<file path="src/rtl/risc_pkg.sv">
// risc_pkg: instruction encodings and field positions shared across the RISC core.
package risc_pkg;
    typedef enum logic [1:0] {TYPE_R = 2'b00, TYPE_J = 2'b01, TYPE_I = 2'b10, TYPE_S = 2'b11} instr_type_e;
    typedef enum logic [1:0] {PC_DFT = 2'b00, PC_BTA = 2'b01, PC_JMP = 2'b10, PC_RA = 2'b11} pc_src_e;
    typedef enum logic [4:0] {
        FC_NOP = 5'd0, FC_JAL = 5'd1, FC_ADD = 5'd2, FC_SUB = 5'd3,
        FC_LW = 5'd4, FC_SW = 5'd5, FC_BEQ = 5'd6
    } func_code_e;
    typedef enum logic [1:0] {IDLE, REQ, CAPT} fetch_state_e;
    localparam int FC_HI = 31, FC_LO = 27;
    localparam int RS1_HI = 26, RS1_LO = 22;
    localparam int RD_HI = 21, RD_LO = 17;
    localparam int RS2_HI = 16, RS2_LO = 12;
    localparam int IMM_HI = 16, IMM_LO = 3;
    localparam int JOFF_HI = 26, JOFF_LO = 3;
    localparam int TYPE_HI = 2, TYPE_LO = 1;
    localparam int STOP_BIT = 0;
endpackage

</file>
<file path="src/rtl/instruction_fetch_unit_if.sv">
// instruction_fetch_unit_if: control-unit request, instruction memory and decode bundle of the fetch stage.
interface instruction_fetch_unit_if #(parameter int ADDR_W = 32);
    logic              en_instruction_fetch;
    logic [1:0]        sig_pc_src;
    logic [ADDR_W-1:0] imem_addr;
    logic              imem_rd_en;
    logic [31:0]       imem_rdata;
    logic [31:0]       instruction;
    logic [1:0]        InstructionType;
    logic [4:0]        FunctionCode;
    logic              StopBit;
    logic [4:0]        rs1;
    logic [4:0]        rd;
    logic [4:0]        rs2;
    logic [13:0]       imm14;
    logic [ADDR_W-1:0] pc;
    logic              instr_valid;
    logic              busy;
    logic              ras_overflow;
    logic              ras_underflow;
    modport slave (
        input  en_instruction_fetch, sig_pc_src, imem_rdata,
        output imem_addr, imem_rd_en, instruction, InstructionType, FunctionCode, StopBit,
               rs1, rd, rs2, imm14, pc, instr_valid, busy, ras_overflow, ras_underflow
    );
    modport master (
        output en_instruction_fetch, sig_pc_src, imem_rdata,
        input  imem_addr, imem_rd_en, instruction, InstructionType, FunctionCode, StopBit,
               rs1, rd, rs2, imm14, pc, instr_valid, busy, ras_overflow, ras_underflow
    );
endinterface

</file>
<file path="src/rtl/return_address_stack.sv">
// return_address_stack: circular LIFO of return addresses; a push when full overwrites the oldest entry.
module return_address_stack #(
    parameter int DEPTH = 4,
    parameter int WIDTH = 32
) (
    input  logic             clock,
    input  logic             reset,
    input  logic             push,
    input  logic             pop,
    input  logic [WIDTH-1:0] push_data,
    output logic [WIDTH-1:0] top,
    output logic             empty,
    output logic             overflow,
    output logic             underflow
);
    localparam int PW = $clog2(DEPTH);
    logic [WIDTH-1:0] mem [DEPTH];
    logic [PW-1:0]    wp;
    logic [PW:0]      count;
    logic             full;
    assign full      = count == (PW+1)'(DEPTH);
    assign empty     = count == '0;
    assign top       = mem[wp - PW'(1)];
    assign overflow  = push && full;
    assign underflow = pop && empty;
    always_ff @(posedge clock) begin
        if (reset) begin
            wp    <= '0;
            count <= '0;
        end else if (push) begin
            mem[wp] <= push_data;
            wp      <= wp + PW'(1);
            count   <= full ? count : count + (PW+1)'(1);
        end else if (pop && !empty) begin
            wp    <= wp - PW'(1);
            count <= count - (PW+1)'(1);
        end
    end
endmodule

</file>
<file path="src/rtl/instruction_fetch_unit.sv">
// instruction_fetch_unit: three-cycle fetch FSM with next-PC selection, IR decode and JAL return stack.
module instruction_fetch_unit
    import risc_pkg::*;
#(
    parameter int               ADDR_W    = 32,
    parameter int               RAS_DEPTH = 4,
    parameter logic [ADDR_W-1:0] RESET_PC = '0
) (
    input logic clock,
    input logic reset,
    instruction_fetch_unit_if.slave bus
);
    fetch_state_e      state, state_nx;
    logic [31:0]       ir;
    logic [ADDR_W-1:0] pc_q, pc_nx, ras_top;
    logic              first_fetch, instr_valid_q, ovf_q, unf_q;
    logic              accept, push, pop, ras_empty, ras_ovf, ras_unf;
    return_address_stack #(.DEPTH(RAS_DEPTH), .WIDTH(ADDR_W)) u_ras (
        .clock     (clock),
        .reset     (reset),
        .push      (push),
        .pop       (pop),
        .push_data (pc_q + ADDR_W'(1)),
        .top       (ras_top),
        .empty     (ras_empty),
        .overflow  (ras_ovf),
        .underflow (ras_unf)
    );
    always_comb begin
        state_nx = IDLE;
        accept   = 1'b0;
        pop      = 1'b0;
        push     = 1'b0;
        pc_nx    = RESET_PC;
        accept   = (state == IDLE) && bus.en_instruction_fetch;
        state_nx = (state == IDLE) ? (accept ? REQ : IDLE) : (state == REQ) ? CAPT : IDLE;
        pop      = accept && !first_fetch && (bus.sig_pc_src == PC_RA);
        push     = (state == CAPT) && (bus.imem_rdata[TYPE_HI:TYPE_LO] == TYPE_J)
                   && (bus.imem_rdata[FC_HI:FC_LO] == FC_JAL);
        // an empty stack returns to RESET_PC rather than a stale entry
        pc_nx    = first_fetch                  ? RESET_PC :
                   (bus.sig_pc_src == PC_DFT)   ? pc_q + ADDR_W'(1) :
                   (bus.sig_pc_src == PC_BTA)   ? pc_q + ADDR_W'($signed(ir[IMM_HI:IMM_LO])) :
                   (bus.sig_pc_src == PC_JMP)   ? pc_q + ADDR_W'($signed(ir[JOFF_HI:JOFF_LO])) :
                   ras_empty                    ? RESET_PC : ras_top;
    end
    always_ff @(posedge clock) begin
        if (reset) begin
            state         <= IDLE;
            pc_q          <= RESET_PC;
            ir            <= '0;
            first_fetch   <= 1'b1;
            instr_valid_q <= 1'b0;
            ovf_q         <= 1'b0;
            unf_q         <= 1'b0;
        end else begin
            state         <= state_nx;
            instr_valid_q <= state == CAPT;
            ovf_q         <= ovf_q | ras_ovf;
            unf_q         <= unf_q | ras_unf;
            if (accept) begin
                pc_q        <= pc_nx;
                first_fetch <= 1'b0;
            end
            if (state == CAPT) ir <= bus.imem_rdata;
        end
    end
    assign bus.imem_addr       = pc_q;
    assign bus.imem_rd_en      = state == REQ;
    assign bus.instruction     = ir;
    assign bus.InstructionType = ir[TYPE_HI:TYPE_LO];
    assign bus.FunctionCode    = ir[FC_HI:FC_LO];
    assign bus.StopBit         = ir[STOP_BIT];
    assign bus.rs1             = ir[RS1_HI:RS1_LO];
    assign bus.rd              = ir[RD_HI:RD_LO];
    assign bus.rs2             = ir[RS2_HI:RS2_LO];
    assign bus.imm14           = ir[IMM_HI:IMM_LO];
    assign bus.pc              = pc_q;
    assign bus.instr_valid     = instr_valid_q;
    assign bus.busy            = state != IDLE;
    assign bus.ras_overflow    = ovf_q;
    assign bus.ras_underflow   = unf_q;
endmodule

</file>
<file path="src/flat_wrapper.sv">
// flat-port wrapper written by rule: the top's interface ports become plain ports
module instruction_fetch_unit_flat import risc_pkg::*;
#(
    parameter int               ADDR_W    = 32,
    parameter int               RAS_DEPTH = 4,
    parameter logic [ADDR_W-1:0] RESET_PC = '0
)
  (clock, reset, bus_en_instruction_fetch, bus_sig_pc_src, bus_imem_rdata, bus_imem_addr, bus_imem_rd_en, bus_instruction, bus_InstructionType, bus_FunctionCode, bus_StopBit, bus_rs1, bus_rd, bus_rs2, bus_imm14, bus_pc, bus_instr_valid, bus_busy, bus_ras_overflow, bus_ras_underflow);
  instruction_fetch_unit_if #(.ADDR_W(ADDR_W)) bus_i ();
  input logic clock;
  input logic reset;
  input wire logic [$bits(bus_i.en_instruction_fetch)-1:0] bus_en_instruction_fetch;
  input wire logic [$bits(bus_i.sig_pc_src)-1:0] bus_sig_pc_src;
  input wire logic [$bits(bus_i.imem_rdata)-1:0] bus_imem_rdata;
  output wire logic [$bits(bus_i.imem_addr)-1:0] bus_imem_addr;
  output wire logic [$bits(bus_i.imem_rd_en)-1:0] bus_imem_rd_en;
  output wire logic [$bits(bus_i.instruction)-1:0] bus_instruction;
  output wire logic [$bits(bus_i.InstructionType)-1:0] bus_InstructionType;
  output wire logic [$bits(bus_i.FunctionCode)-1:0] bus_FunctionCode;
  output wire logic [$bits(bus_i.StopBit)-1:0] bus_StopBit;
  output wire logic [$bits(bus_i.rs1)-1:0] bus_rs1;
  output wire logic [$bits(bus_i.rd)-1:0] bus_rd;
  output wire logic [$bits(bus_i.rs2)-1:0] bus_rs2;
  output wire logic [$bits(bus_i.imm14)-1:0] bus_imm14;
  output wire logic [$bits(bus_i.pc)-1:0] bus_pc;
  output wire logic [$bits(bus_i.instr_valid)-1:0] bus_instr_valid;
  output wire logic [$bits(bus_i.busy)-1:0] bus_busy;
  output wire logic [$bits(bus_i.ras_overflow)-1:0] bus_ras_overflow;
  output wire logic [$bits(bus_i.ras_underflow)-1:0] bus_ras_underflow;
  assign bus_i.en_instruction_fetch = bus_en_instruction_fetch;
  assign bus_i.sig_pc_src = bus_sig_pc_src;
  assign bus_i.imem_rdata = bus_imem_rdata;
  assign bus_imem_addr = bus_i.imem_addr;
  assign bus_imem_rd_en = bus_i.imem_rd_en;
  assign bus_instruction = bus_i.instruction;
  assign bus_InstructionType = bus_i.InstructionType;
  assign bus_FunctionCode = bus_i.FunctionCode;
  assign bus_StopBit = bus_i.StopBit;
  assign bus_rs1 = bus_i.rs1;
  assign bus_rd = bus_i.rd;
  assign bus_rs2 = bus_i.rs2;
  assign bus_imm14 = bus_i.imm14;
  assign bus_pc = bus_i.pc;
  assign bus_instr_valid = bus_i.instr_valid;
  assign bus_busy = bus_i.busy;
  assign bus_ras_overflow = bus_i.ras_overflow;
  assign bus_ras_underflow = bus_i.ras_underflow;
  instruction_fetch_unit #(.ADDR_W(ADDR_W), .RAS_DEPTH(RAS_DEPTH), .RESET_PC(RESET_PC)) u_core (.clock(clock), .reset(reset), .bus(bus_i));
endmodule
</file>
<file path="config.mk">
export PLATFORM = sky130hd
export DESIGN_NAME = instruction_fetch_unit_flat
export DESIGN_NICKNAME = d
export VERILOG_FILES = /design/src/rtl/risc_pkg.sv /design/src/rtl/instruction_fetch_unit_if.sv /design/src/rtl/return_address_stack.sv /design/src/rtl/instruction_fetch_unit.sv /design/src/flat_wrapper.sv
export SDC_FILE = /design/constraint.sdc
export NUM_CORES = 1
export LEC_CHECK = 0
export CAP_MARGIN = 10
export CORE_ASPECT_RATIO = 1.1
export CORE_MARGIN = 4
export CORE_UTILIZATION = 55
export DETAILED_ROUTE_END_ITERATION = 6
export HOLD_SLACK_MARGIN = 0.15
export PLACE_DENSITY = 0.88
export SLEW_MARGIN = 15
export SYNTH_ARGS = -nofsm -noshare
export SYNTH_HDL_FRONTEND = slang
export SYNTH_SLANG_ARGS = --single-unit
</file>
<file path="constraint.sdc">
create_clock -name clock -period 3.3 [get_ports clock]
set_input_delay 0.66 -clock clock [delete_from_list [all_inputs] [get_ports clock]]
set_output_delay 0.66 -clock clock [all_outputs]
set_load 0.1 [all_outputs]
</file>
# After elaboration in Yosys (flattened, before gate mapping)
# Memory sizes are Yosys's and may differ from the RTL's.
# Index checks and enable logic that the tools add are counted.
# totals
register_bits	75
ram_bits	128
in_bits	37
output_inout_bits	138
mem_count	1
# classes
add_sub_neg	7
n_eq_ne	9
mux	16
bitwise	2
reduce_logical	16
# mem_list
memory	depth	width	rd	rd_clocked_by_memory_dff	write_ports	line	rtl
u_core.u_ras.mem	4	32	1	0	1	return_address_stack.sv:17	logic [WIDTH-1:0] mem [DEPTH];
# op_table
cell	count
two-way mux 32 bit	5
adder 32 bit	2
adder 32 x 1 -> 32 bit, second input constant	1
two-way mux 3 bit	3
logical AND 1 bit	8
two-way mux 2 bit	4
equality test 2 x 1 -> 1 bit, second input constant	3
equality test 2 bit, second input constant	3
equality test 5 x 1 -> 1 bit, second input constant	1
zero test 2 bit	2
two-way mux 1 bit	4
nonzero test 2 bit	2
adder 3 x 1 -> 3 bit, second input constant	1
equality test 3 bit, second input constant	1
zero test 3 bit	1
subtractor 3 x 1 -> 3 bit, second input constant	1
adder 2 x 1 -> 2 bit, second input constant	1
zero test 1 bit	2
inequality test 2 bit, second input constant	1
bitwise OR 1 bit	2
AND reduction 2 bit	1
subtractor 2 x 1 -> 2 bit, second input constant	1

# Depth between registers and ports, before layout
# logic_depth
word_depth	7
ltp_mapped	14

# By module
# From an unflattened synthesis, not the netlist that was laid out.
# hier_totals
hier_cells	1194
area_unflattened_um2	12112.9
# by_module_without_submodules
mod	instances	cells_per_inst	area_per_inst_um2	seq_area_each_um2
instruction_fetch_unit	1	979	7108.1	1401.3
return_address_stack	1	215	5004.8	3943.8

# Least setup slack after synthesis
# OpenSTA, ideal clock, no wires.
# synth_timing
path_type	reg2reg
start	register u_core.pc_q[0] (netlist: u_core.bus.imem_addr[0])
end	register u_core.pc_q[24] (netlist: u_core.bus.imem_addr[24])
arrival_time_ns	3.365
t_required_ns	3.178
slack_ns	-0.187
stages_incl_launch_ff	13
n_path_buf	1
period_less_slack_ns	3.487
cell_sequence	dfxtp_1 -> ha_1 -> inv_1 -> fa_1 -> nand2b_1 -> a21o_1 -> a31o_2 -> o21ai_2 -> buf_4 -> a21oi_1 -> o21ai_0 -> xor2_1 -> o311a_1
# synth_between
elab_chain_cells	5
word_cells_on_any_way	7
# synth_lines
element	line	rtl
from (decl)	instruction_fetch_unit.sv:15	logic [ADDR_W-1:0] pc_q, pc_nx, ras_top;
from (signal assigned)	instruction_fetch_unit.sv:62	pc_q <= pc_nx;
adder 32 bit	instruction_fetch_unit.sv:44	(bus.sig_pc_src == PC_JMP) ? pc_q + ADDR_W'($signed(ir[JOFF_HI:JOFF_LO])) :
two-way mux 32 bit	instruction_fetch_unit.sv:44	
two-way mux 32 bit	instruction_fetch_unit.sv:43	(bus.sig_pc_src == PC_BTA) ? pc_q + ADDR_W'($signed(ir[IMM_HI:IMM_LO])) :
two-way mux 32 bit *	instruction_fetch_unit.sv:42	(bus.sig_pc_src == PC_DFT) ? pc_q + ADDR_W'(1) :
two-way mux 32 bit *	instruction_fetch_unit.sv:41	pc_nx = first_fetch ? RESET_PC :
# Mark *: on every way between the ends. The rest lies on a longest branch, timed or not.
# A chain may end at the register's enable or synchronous reset.

# Final worst setup path
# layout_timing
start	register u_core.pc_q[1] (netlist: u_core.bus.imem_addr[1])
end	register u_core.pc_q[30] (netlist: u_core.bus.imem_addr[30])
# layout_between
word_cells_on_any_way	7
# layout_rtl
element	line	rtl
adder 32 x 1 -> 32 bit	--	
net u_core.u_ras.push_data[30]	return_address_stack.sv:10	input logic [WIDTH-1:0] push_data,
two-way mux 32 bit	instruction_fetch_unit.sv:42	
two-way mux 32 bit	instruction_fetch_unit.sv:41	
# The timed path passes the listed nets, and every way through them passes these cells.

==> flow_summary.rst <==
.. list-table::
   :header-rows: 1

   * - Metric
     - Value
   * - Power share of the combinational group
     - 0.135
   * - Die Outline Area
     - 25740 µm²
   * - Critical path, cell by cell
     - buf_4, ha_1, nand3_1, nor4_1, and4_1, nand4_1, xnor2_1, o21bai_1, o32ai_1
   * - Post-CTS Repair Setup Buffers
     - 0
   * - Routed via count
     - 11210
   * - Number of core rows
     - 58
   * - Clock tree buffer depth
     - 3
   * - Count of fill cells added during filler insertion
     - 1792
   * - Chip Height
     - 167.9 µm
   * - Reported net switching power
     - 1657 µW
   * - Final Hold Vio Count
     - 0
   * - Worst setup skew after layout
     - 0.01076 ns
   * - Crit-path max FO
     - 6
   * - Worst Hold Depth
     - 2
   * - Starting density of the core
     - 0.5589
   * - Count of synthesis-stage warnings from yosys
     - 0
   * - Clock share of power
     - 0.413
   * - Endpoint of the most critical register-to-register path
     - u_core.bus.imem_addr[30]
   * - Crit path kind
     - reg -> reg
   * - Cell area after synthesis
     - 12780 µm²
   * - Width of the die
     - 153.3 µm
   * - Critical Path Start Type
     - register
   * - Int Pwr
     - 4405 µW
   * - Multi-input gate area in the final layout
     - 6497 µm²
   * - Final WS setup
     - 0.2875 ns
   * - Count of max-cap constraint violations
     - 0
   * - Global-route wire length before repair
     - 62170 µm
   * - Post-route worst hold slack
     - 0.4746 ns
   * - Post-synthesis register bit count
     - 203
   * - Min-delay worst type
     - reg -> reg
   * - Count of H-tree levels built during CTS
     - 1
   * - Number of remaining DRC errors
     - 0
   * - Detail-routed via count per cell
     - 6.546
   * - Arrival time of the worst setup path
     - 3.43 ns
   * - CTS tree
     - done
   * - Clock latency reported for the late side of the worst-skew pair
     - 0.51 ns
   * - EDFF count, synth
     - 128
   * - Distinct cell type count of the synthesized netlist
     - 98
   * - Tightest slew margin relative to the limit
     - 0.4675
   * - Drt pass-1 iters
     - 6
   * - Synth top area share
     - 0.3008
   * - Initial antenna violation count
     - 0
   * - Leakage power figure
     - 0.005953 µW
   * - Overall track demand over capacity in global routing
     - 0.3031
   * - Register-to-register path setup slack
     - 0.29 ns
   * - Startpoint of the worst hold path
     - u_core.bus.instruction[27]
   * - Via count of the first global-routing pass
     - 10920
   * - Antenna cell count
     - 0
   * - Remaining global-route overflow
     - 0
   * - Post-Synthesis Cells
     - 1284
   * - Critical Path Source
     - u_core.bus.imem_addr[1]
   * - Port Buffers
     - 174
   * - DPL Wire Length
     - 29640 µm
   * - Slowest Stage Delay on Critical Path
     - 0.50 ns
   * - TritonCTS Buffers
     - 22
   * - Post-CTS clock slew at the launch and capture registers of the worst setup and hold paths
     - 0.06 ns
   * - Fin. max-slew vios
     - 0
   * - Net count after synthesis
     - 1376
   * - Setup repair after global routing missed its margin
     - no
   * - Inst Count DP
     - 1674
   * - Top FF cell, synth
     - edfxtp_1
   * - Number of standard cells in the final layout excluding fillers
     - 1713
   * - Final period util
     - 0.9129
   * - ANT nets after route
     - 0
   * - Crit path capture type
     - register
   * - Final WL
     - 40520 µm
   * - Synth-to-layout area growth
     - 16.31%
   * - Maximum clock rate
     - 332.0 MHz
   * - Worst setup timing slack at the placement stage
     - 0.3280 ns
   * - Boundary Pins
     - 175
   * - Worst R2R Path Depth
     - 9
   * - Pin count of the biggest net entering global routing
     - 39
   * - Terminating pin of the worst hold path
     - u_core.bus.instruction[27]
   * - Launch point of the worst reg-to-reg path
     - u_core.bus.imem_addr[1]
   * - Clk sink count
     - 203
   * - Sequential-to-total area share from yosys stat
     - 0.4183
   * - Final RePlAce weighted congestion
     - 1.011
   * - Gates resized, CTS repair
     - 0
   * - Post-synthesis async set-or-reset flop share
     - 0
   * - Cell types with the highest counts after synthesis
     - nand2_1, edfxtp_1, a21oi_1
   * - Sequential group share of total power
     - 0.452
   * - Cell type with the highest aggregate area in the netlist
     - edfxtp_1
   * - Mean routed wirelength per cell
     - 23.66 µm
   * - Number of nets in the layout
     - 1490
   * - Most common cell in the netlist
     - nand2_1
   * - Clock Root Buffer
     - clkbuf_16
   * - Placeable core area
     - 22860 µm²
   * - Worst Tran Pin Value
     - 0.7959 ns
   * - Register cell area after layout
     - 5350 µm²
   * - Biggest area contributors in the synthesized netlist
     - edfxtp_1, dfxtp_1, mux4_2
   * - Outcome
     - finished clean
   * - Fin crit period
     - 3.012 ns
   * - Quantity of hold-fixing buffers added after cts
     - 0
   * - Switch share
     - 0.2734
   * - Worst supply voltage drop on vdd
     - 0.4576 mV
   * - Critical path required time
     - 3.72 ns
   * - First-iteration detailed-routing DRC count
     - 1073
   * - Crit-path slowest cell
     - xnor2_1
   * - Total power density per cell area
     - 407.9 nW/µm²
   * - Fraction of final layout cells with drive strength greater than 1
     - 0.2229
   * - Count of final setup violators
     - 0
   * - Synth Area per Inst
     - 9.951 µm²
==> layer usage <==
metal / vias up / wire, µm / global-route usage
met2: 738 / 19420 / 0.5004
met5: - / 0 / 0
met4: 0 / 2452 / 0.1670
met1: 5338 / 15060 / 0.3822
met3: 172 / 3599 / 0.04884
li1: 4965 / - / -
==> worst max path at each step <==
stage                     depth (start not counted)                        to
after CTS                                        12  u_core.bus.imem_addr[20]
after floorplan                                  11  u_core.bus.imem_addr[24]
after global routing                             12  u_core.bus.imem_addr[20]
after global placement                            7     u_core.u_ras.count[2]
final                                             9  u_core.bus.imem_addr[30]
after detailed placement                          6   u_core.u_ras.mem[0][25]
==> cell usage in the layout (no fill, tap or decap), types with 12 or more instances in the layout <==
master and count:
edfxtp_1 128, xor2_1 20, inv_1 25, mux4_2 32, o21ai_0 40, mux2i_1 14
clkdlybuf4s50_1 34, a21o_1 33, nor3_1 26, xnor2_1 38, nand3_1 26, clkbuf_16 22
a31oi_1 12, dfxtp_1 71, nand2_1 163, buf_4 195, nor2_1 86, ha_1 53
nand4_1 13, a21oi_1 123, o211ai_1 18
==> stage by stage <==
step	TNS (ns)	cell area (µm²)	total power (µW)	utilization
after floorplan	-0.01989	12780	3381	-
after global placement	0	14130	3582	0.6183
after detailed placement	0	14130	3590	0.6183
after CTS	0	14860	6068	0.6501
after global routing	0	14860	6224	0.6501
final	0	14860	6063	0.6501
==> registers in the layout (all words and copies together), names as in the netlist <==
| name | cells |
|---|---|
| u_core.bus.ras_underflow | 1 |
| u_core.first_fetch | 1 |
| u_core.bus.ras_overflow | 1 |
| u_core.u_ras.mem | 128 |
| u_core.u_ras.count | 3 |
| u_core.bus.instr_valid | 1 |
| u_core.bus.imem_addr | 32 |
| u_core.bus.instruction | 32 |
| u_core.state | 2 |
| u_core.u_ras.wp | 2 |
==> cell type report <==
| cell class | count | share of cell area |
|---|---|---|
| Tap cell | 300 | 0.02526 |
| Clock inverter | 9 | 0.009177 |
| Inverter | 26 | 0.006567 |
| Multi-Input combinational cell | 914 | 0.4372 |
| Sequential cell | 203 | 0.3600 |
| Timing Repair Buffer | 231 | 0.1221 |
| Clock buffer | 30 | 0.03974 |
==> critical path, delay by kind of cell (launching register included) <==
| kind | cells | cell delay, ns |
|---|---|---|
| AOI/OAI and AO/OA | 2 | 0.38 |
| xor gates and xnor gates | 1 | 0.50 |
| adders and majority gates | 1 | 0.31 |
| buffers and inverters | 1 | 0.17 |
| DFF | 1 | 0.35 |
| and+or+nand+nor | 4 | 1.21 |
==> power groups by stage <==
stage / clock [µW] / combinational, µW / sequential (µW)
floorplan: 0 / 453 / 2930
finish: 2510 / 816 / 2740
global route: 2640 / 848 / 2740
global placement: 0 / 789 / 2790
detailed placement: 0 / 797 / 2790
CTS: 2530 / 803 / 2740
==> logic make-up after synthesis <==
logic type               Yosys count  synth area share
buffers and inverters            167           0.07335
multiplexers                      47           0.06825
AO/OA/AOI/OAI                    354            0.1892
flip-flops                       203            0.4183
XOR/XNOR                          60           0.04230
adder cells (fa/ha/maj)           55           0.05503
AND/OR/NAND/NOR                  398            0.1535
Note: power is estimated with default switching activity, not from simulation.
